$ cat config.mk
export PLATFORM = sky130hd
export DESIGN_NAME = pattern_tx_flat
export DESIGN_NICKNAME = d
export VERILOG_FILES = /design/src/rtl/pattern_tx_if.sv /design/src/rtl/pattern_tx.sv /design/src/flat_wrapper.sv
export SDC_FILE = /design/constraint.sdc
export NUM_CORES = 1
export LEC_CHECK = 0
export ABC_CLOCK_PERIOD_IN_PS = 3100
export BUFFER_PORTS_ARGS = -buffer_cell sky130_fd_sc_hd__buf_2
export CORE_MARGIN = 8
export CORE_UTILIZATION = 57
export CTS_BUF_LIST = sky130_fd_sc_hd__clkbuf_16
export DETAILED_ROUTE_END_ITERATION = 10
export HOLD_SLACK_MARGIN = 0.05
export MAX_ROUTING_LAYER = met4
export PLACE_DENSITY_LB_ADDON = 0.25
export REMOVE_ABC_BUFFERS = 1
export SETUP_SLACK_MARGIN = 0.1
export SYNTH_ARGS = -nofsm -noshare
export SYNTH_HDL_FRONTEND = slang
export SYNTH_SLANG_ARGS = --single-unit
$ cat constraint.sdc
create_clock -name clk -period 3.1 [get_ports clk]
set_clock_uncertainty 0.1 [all_clocks]
set_input_delay 0.465 -clock clk [delete_from_list [all_inputs] [get_ports clk]]
set_output_delay 0.465 -clock clk [all_outputs]
set_load 0.005 [all_outputs]
$ cat src/rtl/pattern_tx_if.sv
// Handshake and serial-line bundle between a frame requester and pattern_tx.
// The master side requests frames; the slave side (pattern_tx) serialises them.
interface pattern_tx_if #(
  parameter int W = 8
);
  logic                     start;
  logic [W-1:0]             data;
  logic                     out;
  logic                     busy;
  logic                     done;
  logic [$clog2(W+1)-1:0]   exp_cnt;

  modport master (
    output start, data,
    input  out, busy, done, exp_cnt
  );

  modport slave (
    input  start, data,
    output out, busy, done, exp_cnt
  );
endinterface

$ cat src/rtl/pattern_tx.sv
// Serial pattern transmitter: "00" preamble then a W-bit word MSB-first,
// counting the 0->1 transitions it sends so a loopback detector can be checked.
module pattern_tx #(
  parameter int W = 8
) (
  input  logic         clk,
  input  logic         clr,
  pattern_tx_if.slave  bus
);

  localparam int CW = $clog2(W + 1);
  localparam int BW = $clog2(W);

  typedef enum logic [2:0] {
    IDLE,
    PRE0,
    PRE1,
    DATA,
    DONE
  } state_t;

  state_t          state;
  logic [W-1:0]    sr;
  logic [BW-1:0]   bit_cnt;
  logic            prev_bit;
  logic            out_q;
  logic            busy_q;
  logic            done_q;
  logic [CW-1:0]   cnt_q;
  logic            emit;
  logic            rise;

  // A data bit leaves the shift register on the PRE1 edge and on every DATA
  // edge except the last, which instead moves to DONE.
  assign emit = (state == PRE1) || ((state == DATA) && (bit_cnt != '0));
  assign rise = sr[W-1] & ~prev_bit;

  // NOTE: sequential state uses non-blocking assignments only, so every
  // right-hand side below sees the pre-edge values regardless of statement order.
  always_ff @(posedge clk or negedge clr) begin
    if (!clr) begin
      // NOTE: the shift register is a handful of flops, not a memory, so it is
      // cleared with everything else to give a fully defined post-reset state.
      state    <= IDLE;
      sr       <= '0;
      bit_cnt  <= '0;
      prev_bit <= 1'b0;
      out_q    <= 1'b0;
      busy_q   <= 1'b0;
      done_q   <= 1'b0;
      cnt_q    <= '0;
    end else begin
      case (state)
        IDLE, DONE: begin
          out_q  <= 1'b0;
          done_q <= 1'b0;
          if (bus.start) begin
            state    <= PRE0;
            busy_q   <= 1'b1;
            sr       <= bus.data;
            cnt_q    <= '0;
            prev_bit <= 1'b0;
          end else begin
            state  <= IDLE;
            busy_q <= 1'b0;
          end
        end
        PRE0: state <= PRE1;
        PRE1: begin
          state   <= DATA;
          bit_cnt <= BW'(W - 1);
        end
        DATA: begin
          if (bit_cnt == '0) begin
            state  <= DONE;
            out_q  <= 1'b0;
            busy_q <= 1'b0;
            done_q <= 1'b1;
          end else begin
            bit_cnt <= bit_cnt - BW'(1);
          end
        end
        default: begin
          state  <= IDLE;
          out_q  <= 1'b0;
          busy_q <= 1'b0;
          done_q <= 1'b0;
        end
      endcase

      if (emit) begin
        out_q    <= sr[W-1];
        prev_bit <= sr[W-1];
        sr       <= {sr[W-2:0], 1'b0};
        if (rise) cnt_q <= cnt_q + CW'(1);
      end
    end
  end

  assign bus.out     = out_q;
  assign bus.busy    = busy_q;
  assign bus.done    = done_q;
  assign bus.exp_cnt = cnt_q;

endmodule

$ cat src/flat_wrapper.sv
// flat-port wrapper written by rule: the top's interface ports become plain ports
module pattern_tx_flat 
#(
  parameter int W = 8
)
  (clk, clr, bus_start, bus_data, bus_out, bus_busy, bus_done, bus_exp_cnt);
  pattern_tx_if #(.W(W)) bus_i ();
  input  logic clk;
  input  logic clr;
  input wire logic [$bits(bus_i.start)-1:0] bus_start;
  input wire logic [$bits(bus_i.data)-1:0] bus_data;
  output wire logic [$bits(bus_i.out)-1:0] bus_out;
  output wire logic [$bits(bus_i.busy)-1:0] bus_busy;
  output wire logic [$bits(bus_i.done)-1:0] bus_done;
  output wire logic [$bits(bus_i.exp_cnt)-1:0] bus_exp_cnt;
  assign bus_i.start = bus_start;
  assign bus_i.data = bus_data;
  assign bus_out = bus_i.out;
  assign bus_busy = bus_i.busy;
  assign bus_done = bus_i.done;
  assign bus_exp_cnt = bus_i.exp_cnt;
  pattern_tx #(.W(W)) u_core (.clk(clk), .clr(clr), .bus(bus_i));
endmodule
==> metrics.txt <==
Rel. slew slack between 60% and 70%; effective utilization at floorplan about 61%; ys flop type dfrtp_1; flops & latches, synth 22; Yosys cell types 26; layout cell share with drive strength beyond 1 between 20% and 30%; Rows 15; multi-input logic area about 470 µm²; Worst-Skew Late Latency 0.25 ns; max cap viols 0; pin count of the biggest net entering global routing 23; CP Class flip-flop to flip-flop; Reg2Reg Depth 5; DP HPWL roughly 1400 µm; DRT Pass-1 Iters 4; Slew Viols, Final 0; DR WL/cell ~13 µm; CP cell instances inv_1 -> ha_1 -> and3b_1 -> nor2_2 -> o21ai_0; Post-DRT Antenna Nets 0; RSZ-0062 raised after global routing false; Power Dens Cells between 800 and 900 nW/µm²; Fillers around 130; Combinational Power Share between 30 and 40%; sw frac a little over a third; CORE AREA around 1700 µm²; top-count cell post-synth dfrtp_1; ys async rst share 100%; initial antenna violation count 0; clock tree buffer depth 2; syn_area_per_cell approximately 10 µm²; CTS Buf Count 3; CP max FO 16; wirelength, routed around 2000 µm; final setup TNS 0 ns; Reg area 551 µm²; Peak VDD IR between 0.0006 and 0.0007 V; clock power share between 20% and 30%; number of port buffers 17; Hold Crit Class primary input to async pin; Final Cycle Share 55.3%; Leak 0.638 nW; first-pass GRT wire length around 3300 µm; worst path arrival time 1.73 ns; # H-tree levels 1; Tot GR Track Use roughly an eighth; Area growth, synth to finish 16.3%; CTS sink count 22; Post-Synthesis Cells 105; Slowest-stage cell, CP nor2_2; clock root cell clkbuf_16; Fmax approximately 0.58 GHz; Detailed Route Iter0 Violations 16; Net Sw Power approximately 0.38 mW; Clock transition at path regs around 0.060 ns; Die Y approximately 59 µm; Final Hold Fails 0; die area ~3500 µm²; drt via density between 5 and 6; Synth area leader dfrtp_1; CP startpoint kind flip-flop; Design Area, Final around 1200 µm²; commonest cells in the netlist 22 x dfrtp_1, 14 x nand2_1, 12 x nand3_1, 10 x o21ai_0, 8 x mux2i_1; Yosys top cell area share a little over half; ANT cells 0; Least-Margin Pin Slew a little over 0.5 ns; CTS hold repair buffers 0; total setup buffers inserted after CTS 0; Synth Cell Area between 1000 and 1500 µm²; global placement routability congestion 0.789; Pint between 0.6 and 0.7 mW; CTS tree yes; cells taking the most area after synthesis dfrtp_1 52%, mux2i_1 7.6%, nand3_1 5.7%, nand2_1 5.0%, o21ai_0 4.7%; # DRC 0; cts repair resizes 0; number of synthesized flops with an enable pin 0; vias in the first global route ~760; grt ovf 0; Worst EP required between 3 and 4 ns; final setup violation count 0; Yosys warnings 0; sequential area share after synthesis a little over half; status finished clean; Max stage delay on crit path 0.41 ns; critical path capture point type flip-flop; Final Critical Period roughly 1.7 ns; Flop pwr share about two fifths; vias post-DR roughly 790; I/O pin count 18; Placed Area about 1100 µm²; Die Wd 59.0 µm; # nets final about 140
==> logic make-up (layout without fill, tap and decap cells) <==
logic type / count (synthesis) / count (layout) / share of synthesized area [%]
XOR/XNOR: 1 / 1 / 0.831
multiplexers: 8 / 8 / 7.59
adder cells (fa/ha/maj): 3 / 3 / 3.56
AND/OR/NAND/NOR: 43 / 43 / 21.1
buffers and inverters: 6 / 24 / 3.32
AO/OA/AOI/OAI: 22 / 22 / 11.4
flip-flops: 22 / 22 / 52.2
==> state kept, by name (all words and copies together), names as in the netlist <==
| signal | count |
|---|---|
| u_core.bus.exp_cnt | 4 |
| u_core.bus.busy | 1 |
| u_core.bit_cnt | 3 |
| u_core.sr | 8 |
| u_core.bus.done | 1 |
| u_core.bus.out | 1 |
| u_core.prev_bit | 1 |
| u_core.state | 3 |
==> area by class of cell <==
cell class | instances | share of cell area (%)
Clock buffer | 3 | 6.12
Clock inverter | 1 | 0.306
Tap cell | 25 | 2.55
Multi-Input combinational cell | 77 | 38.3
Inverter | 3 | 0.918
Timing Repair Buffer | 17 | 6.94
Sequential cell | 22 | 44.9
==> critical path: cells and delay by family (launching register included) <==
kind / cells / cell delay, ns
AOI/OAI and AO/OA: 1 / 0.18
adders and majority gates: 1 / 0.23
buffers and inverters: 1 / 0.08
DFF: 1 / 0.36
and+or+nand+nor: 2 / 0.62
==> per-layer routing <==
metal	GRT usage (%)	vias up	part of all wire, %
li1	-	405	-
met1	14.5	370	49
met2	19.6	14	48
met3	3.25	4	2.4
met4	5.12	0	1.2
met5	-	-	0
==> through the flow <==
stage	setup slack, ns	std cells	power, mW	hold slack, ns	utilization [%]
global placement	1.44	144	0.795	0.350	66.4
CTS	1.39	148	1.09	0.0829	71.0
global route	1.23	148	1.16	0.111	71.0
detailed placement	1.37	144	0.814	0.350	66.4
floorplan	1.60	102	0.696	0.0694	-
finish	1.39	148	1.07	0.0614	71.0
==> worst paths after layout <==
path | start | to | slack (ns)
worst max register to register | u_core.bit_cnt[0] | u_core.sr[4] | 1.39
min in group clk | bus_data[6] | u_core.sr[6] | 0.39
worst min register to register | u_core.sr[6] | u_core.sr[7] | 0.39
worst min-delay path | clr | u_core.sr[4] | 0.06
worst max-delay path | u_core.bit_cnt[0] | u_core.sr[4] | 1.39
max in group asynchronous | clr | u_core.state[2] | 2.51
==> power by group through the flow <==
stage	Sequential (mW)	Clock [mW]	Combinational, mW
floorplan	0.434	0	0.262
global placement	0.441	0	0.354
detailed placement	0.445	0	0.369
CTS	0.441	0.274	0.372
global route	0.458	0.283	0.418
finish	0.441	0.268	0.364
==> placed cells by master (no fill, tap or decap), drive strengths merged <==
cell type	n
mux2i	8
nor2b	2
o21ai	14
or3	1
buf	17
ha	3
nor2	4
inv	3
nand2b	2
dfrtp	22
a21o	1
nand2	16
and2b	1
nand4	2
xnor2	1
nand3	12
a22oi	2
nand3b	2
clkbuf	3
a211oi	1
clkinv	1
and3b	1
a21oi	4
Note: power is estimated with default switching activity, not from simulation.
